--- src/rtl/uop_seq_pkg.sv ---
// uop_seq_pkg: shared constants for the micro-op sequencer.
//   - micro-op bit indices driven by the fixed fetch sequence and memory ops
//   - opcode constants understood by the dispatch table
//   - FSM state encoding, microcode word layout and condition encodings
//   - helpers to build ROM words and to expand a word into the 49-bit vector
package uop_seq_pkg;

    localparam int UOP_W = 49;

    localparam logic [5:0] UOP_DREAD  = 6'd0;
    localparam logic [5:0] UOP_IREAD  = 6'd1;
    localparam logic [5:0] UOP_DWRITE = 6'd10;
    localparam logic [5:0] UOP_PCINC  = 6'd26;
    localparam logic [5:0] UOP_ARPC   = 6'd38;
    localparam logic [5:0] UOP_IRDR   = 6'd47;

    localparam logic [7:0] OP_NOP   = 8'h00;
    localparam logic [7:0] OP_LOAD  = 8'h01;
    localparam logic [7:0] OP_STORE = 8'h02;
    localparam logic [7:0] OP_JMPZ  = 8'h20;
    localparam logic [7:0] OP_JMPNZ = 8'h21;
    localparam logic [7:0] OP_END   = 8'hFF;

    typedef logic [2:0] state_t;
    localparam state_t ST_IDLE  = 3'd0;
    localparam state_t ST_F_AR  = 3'd1;
    localparam state_t ST_F_RD  = 3'd2;
    localparam state_t ST_F_IR  = 3'd3;
    localparam state_t ST_F_INC = 3'd4;
    localparam state_t ST_DEC   = 3'd5;
    localparam state_t ST_EXEC  = 3'd6;
    localparam state_t ST_HALT  = 3'd7;

    // ROM word: {uop_idx[5:0], nop, last, cond[1:0]}
    localparam int ROM_W     = 10;
    localparam int W_IDX_HI  = 9;
    localparam int W_IDX_LO  = 4;
    localparam int W_NOP     = 3;
    localparam int W_LAST    = 2;
    localparam int W_COND_HI = 1;
    localparam int W_COND_LO = 0;

    localparam logic [1:0] COND_NONE    = 2'b00;
    localparam logic [1:0] COND_SKIP_NZ = 2'b01;  // skip next word when Z==0
    localparam logic [1:0] COND_SKIP_Z  = 2'b10;  // skip next word when Z==1
    localparam logic [1:0] COND_RSVD    = 2'b11;  // behaves as COND_NONE

    function automatic logic [ROM_W-1:0] mk_word(input logic [5:0] idx, input logic nop,
                                                 input logic last, input logic [1:0] cond);
        return {idx, nop, last, cond};
    endfunction

    function automatic logic [UOP_W-1:0] uop_onehot(input logic [5:0] idx, input logic nop);
        logic [UOP_W-1:0] v;
        v = '0;
        if (!nop && (idx <= 6'd48)) begin
            v = {{(UOP_W-1){1'b0}}, 1'b1} << idx;
        end
        return v;
    endfunction

    // Memory micro-ops are stretched by the wait-state counter.
    function automatic logic is_mem_uop(input logic [5:0] idx, input logic nop);
        return !nop && ((idx == UOP_DREAD) || (idx == UOP_IREAD) || (idx == UOP_DWRITE));
    endfunction

endpackage

--- src/rtl/uop_rom.sv ---
// uop_rom: combinational opcode dispatch table and 64x10 microcode ROM.
//   op_i    opcode to dispatch
//   upc_i   microcode address to read
//   base_o  first microcode address of op_i
//   valid_o op_i has an entry in the dispatch table (OP_END has none)
//   word_o  ROM word at upc_i
// Unprogrammed words read back as a no-op that returns to fetch.
module uop_rom
    import uop_seq_pkg::*;
#(
    parameter int UPC_W = 6,
    parameter int OP_W  = 8
) (
    input  logic [OP_W-1:0]  op_i,
    input  logic [UPC_W-1:0] upc_i,
    output logic [UPC_W-1:0] base_o,
    output logic             valid_o,
    output logic [ROM_W-1:0] word_o
);

    always_comb begin
        base_o  = '0;
        valid_o = 1'b0;
        case (op_i)
            OP_W'(OP_NOP):   begin base_o = UPC_W'(0);  valid_o = 1'b1; end
            OP_W'(OP_LOAD):  begin base_o = UPC_W'(4);  valid_o = 1'b1; end
            OP_W'(OP_STORE): begin base_o = UPC_W'(8);  valid_o = 1'b1; end
            OP_W'(OP_JMPZ):  begin base_o = UPC_W'(12); valid_o = 1'b1; end
            OP_W'(OP_JMPNZ): begin base_o = UPC_W'(16); valid_o = 1'b1; end
            default:         begin base_o = '0;         valid_o = 1'b0; end
        endcase
    end

    always_comb begin
        word_o = mk_word(6'd0, 1'b1, 1'b1, COND_NONE);
        case (upc_i)
            // OP_NOP: two idle words
            UPC_W'(0):  word_o = mk_word(6'd0,       1'b1, 1'b0, COND_NONE);
            UPC_W'(1):  word_o = mk_word(6'd0,       1'b1, 1'b1, COND_NONE);
            // OP_LOAD: the data read may skip the following word when Z==0
            UPC_W'(4):  word_o = mk_word(6'd5,       1'b0, 1'b0, COND_NONE);
            UPC_W'(5):  word_o = mk_word(UOP_DREAD,  1'b0, 1'b0, COND_SKIP_NZ);
            UPC_W'(6):  word_o = mk_word(6'd20,      1'b0, 1'b0, COND_NONE);
            UPC_W'(7):  word_o = mk_word(6'd21,      1'b0, 1'b1, COND_NONE);
            // OP_STORE: skip on a last word has no effect
            UPC_W'(8):  word_o = mk_word(UOP_DWRITE, 1'b0, 1'b0, COND_NONE);
            UPC_W'(9):  word_o = mk_word(6'd33,      1'b0, 1'b1, COND_SKIP_Z);
            // OP_JMPZ: PCINC is skipped when Z==1
            UPC_W'(12): word_o = mk_word(6'd3,       1'b0, 1'b0, COND_SKIP_Z);
            UPC_W'(13): word_o = mk_word(UOP_PCINC,  1'b0, 1'b0, COND_NONE);
            UPC_W'(14): word_o = mk_word(6'd48,      1'b0, 1'b1, COND_NONE);
            // OP_JMPNZ: index 50 is out of range and issues nothing
            UPC_W'(16): word_o = mk_word(6'd4,       1'b0, 1'b0, COND_SKIP_NZ);
            UPC_W'(17): word_o = mk_word(6'd7,       1'b0, 1'b0, COND_NONE);
            UPC_W'(18): word_o = mk_word(6'd50,      1'b0, 1'b0, COND_RSVD);
            UPC_W'(19): word_o = mk_word(6'd9,       1'b0, 1'b1, COND_NONE);
            default:    word_o = mk_word(6'd0,       1'b1, 1'b1, COND_NONE);
        endcase
    end

endmodule

--- src/rtl/uop_sequencer.sv ---
// uop_sequencer: microprogrammed control sequencer, one micro-op per cycle.
//   CLK, RESET_N   core clock, asynchronous active-low reset
//   START          one-cycle pulse, honoured only in IDLE or HALT
//   STEP           only with SINGLE_STEP_EN defined: advance enable
//   INS            opcode, sampled in DEC
//   Z              ALU zero flag, sampled in the final cycle of each word
//   uOPs           registered one-hot (or zero) micro-op vector
//   BUSY, DONE     registered state flags; ERR sticky undefined-opcode flag
// Optional macro: SINGLE_STEP_EN.
//
// state  | meaning
// IDLE   | waiting for START after reset
// F_AR   | ARPC: address register <- PC
// F_RD   | IREAD held 1+MEM_WAIT cycles
// F_IR   | IRDR: instruction register load
// F_INC  | PCINC
// DEC    | dispatch on INS
// EXEC   | walking microcode ROM
// HALT   | DONE=1, waiting for START
module uop_sequencer
    import uop_seq_pkg::*;
#(
    parameter int MEM_WAIT = 1,
    parameter int UPC_W    = 6,
    parameter int OP_W     = 8
) (
    input  logic             CLK,
    input  logic             RESET_N,
    input  logic             START,
`ifdef SINGLE_STEP_EN
    input  logic             STEP,
`endif
    input  logic [OP_W-1:0]  INS,
    input  logic             Z,
    output logic [48:0]      uOPs,
    output logic             BUSY,
    output logic             DONE,
    output logic             ERR
);

    localparam int WAIT_W = (MEM_WAIT > 0) ? $clog2(MEM_WAIT + 1) : 1;
    localparam logic [WAIT_W-1:0] WAIT_RELOAD = WAIT_W'(MEM_WAIT);

    state_t             state_q, state_d;
    logic [UPC_W-1:0]   upc_q, upc_d;
    logic [WAIT_W-1:0]  wait_q, wait_d;
    logic               err_q, err_d;
    logic               last_q;
    logic [1:0]         cond_q;
    logic [UOP_W-1:0]   uops_q, uops_d;
    logic               busy_q, done_q;

    logic               adv;
    logic               load_fetch, load_word, count_down;
    logic               skip;
    logic [UPC_W-1:0]   disp_base;
    logic               disp_valid;
    logic [ROM_W-1:0]   rom_word;
    logic [5:0]         rom_idx;
    logic               rom_nop;

`ifdef SINGLE_STEP_EN
    assign adv = STEP;
`else
    assign adv = 1'b1;
`endif

    // The ROM is read at the next upc so uOPs can be registered alongside
    // state; last/cond of the word being issued are kept in last_q/cond_q.
    uop_rom #(
        .UPC_W (UPC_W),
        .OP_W  (OP_W)
    ) u_rom (
        .op_i    (INS),
        .upc_i   (upc_d),
        .base_o  (disp_base),
        .valid_o (disp_valid),
        .word_o  (rom_word)
    );

    assign rom_idx = rom_word[W_IDX_HI:W_IDX_LO];
    assign rom_nop = rom_word[W_NOP];
    assign skip    = ((cond_q == COND_SKIP_NZ) && !Z) || ((cond_q == COND_SKIP_Z) && Z);

    always_comb begin
        state_d    = state_q;
        upc_d      = upc_q;
        err_d      = err_q;
        load_fetch = 1'b0;
        load_word  = 1'b0;
        count_down = 1'b0;
        if (adv) begin
            case (state_q)
                ST_IDLE: begin
                    if (START) state_d = ST_F_AR;
                end
                ST_F_AR: begin
                    state_d    = ST_F_RD;
                    load_fetch = 1'b1;
                end
                ST_F_RD: begin
                    if (wait_q != '0) count_down = 1'b1;
                    else              state_d    = ST_F_IR;
                end
                ST_F_IR:  state_d = ST_F_INC;
                ST_F_INC: state_d = ST_DEC;
                ST_DEC: begin
                    if (INS == OP_W'(OP_END)) begin
                        state_d = ST_HALT;
                    end else if (!disp_valid) begin
                        err_d   = 1'b1;
                        state_d = ST_HALT;
                    end else begin
                        upc_d     = disp_base;
                        state_d   = ST_EXEC;
                        load_word = 1'b1;
                    end
                end
                ST_EXEC: begin
                    if (wait_q != '0) begin
                        count_down = 1'b1;
                    end else if (last_q) begin
                        state_d = ST_F_AR;
                    end else begin
                        upc_d     = upc_q + (skip ? UPC_W'(2) : UPC_W'(1));
                        load_word = 1'b1;
                    end
                end
                ST_HALT: begin
                    if (START) begin
                        state_d = ST_F_AR;
                        err_d   = 1'b0;
                    end
                end
                default: state_d = ST_IDLE;
            endcase
        end
    end

    always_comb begin
        wait_d = wait_q;
        if (load_fetch) begin
            wait_d = WAIT_RELOAD;
        end else if (load_word) begin
            wait_d = is_mem_uop(rom_idx, rom_nop) ? WAIT_RELOAD : '0;
        end else if (count_down) begin
            wait_d = wait_q - WAIT_W'(1);
        end
    end

    always_comb begin
        uops_d = '0;
        case (state_d)
            ST_F_AR:  uops_d = uop_onehot(UOP_ARPC,  1'b0);
            ST_F_RD:  uops_d = uop_onehot(UOP_IREAD, 1'b0);
            ST_F_IR:  uops_d = uop_onehot(UOP_IRDR,  1'b0);
            ST_F_INC: uops_d = uop_onehot(UOP_PCINC, 1'b0);
            ST_EXEC:  uops_d = uop_onehot(rom_idx, rom_nop);
            default:  uops_d = '0;
        endcase
    end

    always_ff @(posedge CLK or negedge RESET_N) begin
        if (!RESET_N) begin
            state_q <= ST_IDLE;
            upc_q   <= '0;
            wait_q  <= '0;
            err_q   <= 1'b0;
            last_q  <= 1'b0;
            cond_q  <= COND_NONE;
            uops_q  <= '0;
            busy_q  <= 1'b0;
            done_q  <= 1'b0;
        end else begin
            state_q <= state_d;
            upc_q   <= upc_d;
            wait_q  <= wait_d;
            err_q   <= err_d;
            last_q  <= rom_word[W_LAST];
            cond_q  <= rom_word[W_COND_HI:W_COND_LO];
            uops_q  <= uops_d;
            busy_q  <= (state_d != ST_IDLE) && (state_d != ST_HALT);
            done_q  <= (state_d == ST_HALT);
        end
    end

    assign uOPs = uops_q;
    assign BUSY = busy_q;
    assign DONE = done_q;
    assign ERR  = err_q;

endmodule

--- config.mk ---
export PLATFORM = sky130hd
export DESIGN_NAME = uop_sequencer
export DESIGN_NICKNAME = d
export VERILOG_FILES = /design/src/rtl/uop_seq_pkg.sv /design/src/rtl/uop_rom.sv /design/src/rtl/uop_sequencer.sv
export SDC_FILE = /design/constraint.sdc
export NUM_CORES = 1
export LEC_CHECK = 0
export CORE_MARGIN = 2
export CORE_UTILIZATION = 55
export DETAILED_ROUTE_END_ITERATION = 8
export DONT_BUFFER_PORTS = 1
export MAX_ROUTING_LAYER = met4
export PLACE_DENSITY = 0.81
export SLEW_MARGIN = 20
export SYNTH_ARGS = -nofsm -noshare
export SYNTH_HDL_FRONTEND = slang
export SYNTH_HIERARCHICAL = 1
export SYNTH_SLANG_ARGS = --single-unit
--- constraint.sdc ---
create_clock -name CLK -period 4.2 [get_ports CLK]
set_input_delay 0.84 -clock CLK [delete_from_list [all_inputs] [get_ports CLK]]
set_output_delay 0.84 -clock CLK [all_outputs]
set_load 0.01 [all_outputs]
==> impl_metrics.env <==
export IMPL_endpoint_kind="flip-flop"
export IMPL_synthArstFlopShare_pct=100
export IMPL_max_stage_delay_ns=0.47
export IMPL_initial_core_util_pct=57.9
export IMPL_avgSynthCellArea_um2=10.4
export IMPL_vdd_drop_max_v=0.000302
export IMPL_worstSetupPathType="in2reg"
export IMPL_grt_max_degree=66
export IMPL_drive_above_1_share_pct=23.8
export IMPL_fin_cells=412
export IMPL_period_minus_slack_ns=4.08
export IMPL_path_cells="nand2b_1 -> o21ai_1 -> inv_2 -> ha_4 -> inv_1 -> fa_2 -> or4_4 -> mux2_2 -> a221o_2 -> inv_1 -> a222oi_1 -> or2_1 -> or4_1 -> buf_4 -> nor4_1"
export IMPL_worstPathMaxFanout=9
export IMPL_clk_pin_slew_worst_paths_ns=0.08
export IMPL_cp_arrival_ns=4.30
export IMPL_cp_start_kind="primary input"
export IMPL_synth_compound_area_share_pct=12.1
export IMPL_power_density_nw_per_um2=618
export IMPL_grt_pass1_vias=2512
export IMPL_ys_flop_type="dfrtp_1"
export IMPL_yosysUniqueCellTypes=57
export IMPL_num_antenna_cells=0
export IMPL_fin_util_pct=67.2
export IMPL_fp_row_count=27
export IMPL_cts_num_sinks=65
export IMPL_postCtsHoldBufs=0
export IMPL_grt_remaining_overflow=0
export IMPL_ys_ff_latch=65
export IMPL_h_tree_depth=3
export IMPL_fmax_ghz=0.245
export IMPL_gp_congestion=0.904
export IMPL_synthMuxAreaShare_pct=1.93
export IMPL_post_drt_wl_per_cell_um=20.0
export IMPL_max_slew_margin_pct=59.9
export IMPL_die_height_um=80.8
export IMPL_die_x_um=80.8
export IMPL_grt_total_usage_pct=27.4
export IMPL_regArea_um2=1630
export IMPL_fin_crit_sh_pct=97.1
export IMPL_yosys_area_share_adder_pct=3.32
export IMPL_synthSimpleGateAreaFrac_pct=26.2
export IMPL_via_count=2640
export IMPL_drv_slew=0
export IMPL_wl_mm=8.24
export IMPL_synth_edff_count=0
export IMPL_clockRootBuffer="clkbuf_8"
export IMPL_fill_cells=407
export IMPL_dp_hpwl_mm=5.47
export IMPL_cts_tree="yes"
export IMPL_setup_violations=0
export IMPL_hp_class="in2async"
export IMPL_crit_family="simple AND/OR/NAND/NOR gates"
export IMPL_required_ns=4.43
export IMPL_antenna_found_initial=0
export IMPL_synth_top_family_by_area="simple AND/OR/NAND/NOR gates"
export IMPL_die_area_um2=6530
export IMPL_drtIter0Drc=269
export IMPL_post_place_cells=396
export IMPL_hold_viol=0
export IMPL_core_area_um2=5610
export IMPL_netlist_instances=311
export IMPL_p_leak_nw=1.65
export IMPL_fin_skew_ns=0.0105
export IMPL_finalSetupTns_ns=0
export IMPL_numCtsBuffers=9
export IMPL_seq_area_frac_synth_pct=50.1
export IMPL_nNetsFinal=355
export IMPL_multi_input_comb_area_um2=1550
export IMPL_cap_violations=0
export IMPL_synth_area_um2=3250
export IMPL_layout_common_cells="65 x dfrtp_1, 37 x nor3_1, 33 x buf_4"
export IMPL_synthToLayoutAreaGrowth_pct=16.2
export IMPL_dr_pass1_iters=4
export IMPL_path_common_cell="inv_1"
export IMPL_port_buffers=0
export IMPL_worstSkewPairLatency_ns=0.36
export IMPL_vias_per_cell=6.41
export IMPL_slowest_stage="or4_1"
export IMPL_drc_errors=0
export IMPL_outcome="completed"
export IMPL_ant_nets=0
export IMPL_final_common_cell="dfrtp_1"
export IMPL_cts_buffer_depth=2
export IMPL_worst_path_buf_inv=4
export IMPL_yosysWarningCount=6
export IMPL_worst_slew_pin_slew_ns=0.600
export IMPL_grt_pass1_wl_mm=13.0
export IMPL_synth_xor_area_share_pct=0.540
export IMPL_num_io_pins=64
==> synth_stat cells, types with 2 or more instances <==
master | count | share of area [%]
buf_6 | 5 | 1.7
o31ai_1 | 2 | 0.46
a21oi_1 | 8 | 1.2
buf_1 | 2 | 0.23
and2_1 | 3 | 0.58
a2bb2oi_1 | 2 | 0.54
o21bai_1 | 2 | 0.46
nand4_1 | 4 | 0.77
buf_2 | 8 | 1.2
a22o_1 | 2 | 0.54
a221o_1 | 5 | 1.5
nor3b_1 | 6 | 1.4
or4_1 | 2 | 0.46
nor2b_1 | 12 | 2.3
nand3b_1 | 9 | 2.1
buf_4 | 4 | 0.93
a21o_1 | 5 | 1.2
o211ai_1 | 2 | 0.46
or3b_2 | 2 | 0.54
nor4_1 | 17 | 3.3
inv_1 | 9 | 1.0
a222oi_1 | 2 | 0.62
a31oi_1 | 2 | 0.39
nand2_1 | 11 | 1.3
mux2_2 | 2 | 0.69
and3b_1 | 4 | 1.1
o21a_1 | 3 | 0.69
mux2i_1 | 4 | 1.2
ha_1 | 7 | 2.7
nor2_1 | 14 | 1.6
o21ai_0 | 8 | 1.2
nor3_1 | 38 | 5.9
a211oi_1 | 3 | 0.69
clkbuf_1 | 5 | 0.58
nand3_1 | 7 | 1.1
dfrtp_1 | 65 | 50
or3_1 | 4 | 0.77
xnor2_1 | 2 | 0.54
==> layer usage <==
metal	share of wire, %	wire length (um)	global-route usage [%]	vias to the layer above
li1	-	-	-	1191
met1	41	3370	34.1	1302
met2	50	4140	42.6	126
met3	6.8	561	9.00	21
met4	2.1	170	8.64	0
met5	0	0	-	-
==> registers in the layout (all words and copies together) (netlist names) <==
register  count
DONE          1
BUSY          1
state_q       3
uOPs         49
wait_q        1
last_q        1
upc_q         6
ERR           1
cond_q        2
==> logic make-up (layout without fill, tap and decap cells) <==
kind of cell               count (synthesis)  in the layout
and+or+nand+nor                          143            143
DFF                                       65             65
AOI/OAI and AO/OA                         53             53
buffers and inverters                     33             60
adders and majority gates                  8              8
muxes                                      6              6
xor gates and xnor gates                   2              2
other                                      1              3
==> cell type report <==
class,count,share of cell area [%]
well taps,72,2.39
repair buffers,35,7.17
multi-input cells,215,41.0
flip-flops and latches,65,43.1
clock buffers,10,3.65
clock inverters,6,1.73
inverters,9,0.896
==> power by group <==
part	switching, mW	internal, mW
clock	0.245	0.291
combinational	0.607	0.391
sequential	0.107	0.690
==> worst paths after layout <==
| check | slack [ns] | startpoint | cells past startpoint | end |
|---|---|---|---|---|
| max | 0.12 | Z | 15 | uOPs[0]$_DFF_PN0_ |
| min | 0.17 | RESET_N | 0 | uOPs[18]$_DFF_PN0_ |
| max reg2reg | 0.21 | cond_q[1]$_DFF_PN0_ | 15 | uOPs[0]$_DFF_PN0_ |
| min reg2reg | 0.60 | ERR$_DFFE_PN0P_ | 2 | ERR$_DFFE_PN0P_ |
| max in group asynchronous | 3.93 | RESET_N | 0 | uOPs[48]$_DFF_PN0_ |
| min in group CLK | 0.60 | ERR$_DFFE_PN0P_ | 2 | ERR$_DFFE_PN0P_ |
==> timing repair <==
| action | CTS | global route |
|---|---|---|
| setup endpoints to repair | 1 | 47 |
| buffers inserted | 0 | 0 |
| pin swaps | 0 | 5 |
| gates resized for setup | 2 | 20 |
==> per-stage QoR <==
| stage | setup slack (ns) | total power [mW] | instance area [um2] | hold WS (ns) |
|---|---|---|---|---|
| 6_report | 0.124 | 2.33 | 3770 | 0.174 |
| 5_1_grt | -0.00268 | 2.47 | 3770 | 0.152 |
| 4_1_cts | 0.0131 | 2.26 | 3680 | 0.165 |
| 3_5_place_dp | -0.407 | 1.71 | 3470 | 0.546 |
| 3_3_place_gp | -0.186 | 1.66 | 3470 | 0.546 |
| 2_1_floorplan | -0.00488 | 1.52 | 3280 | 0.501 |
(Power assumes the default switching activity.)
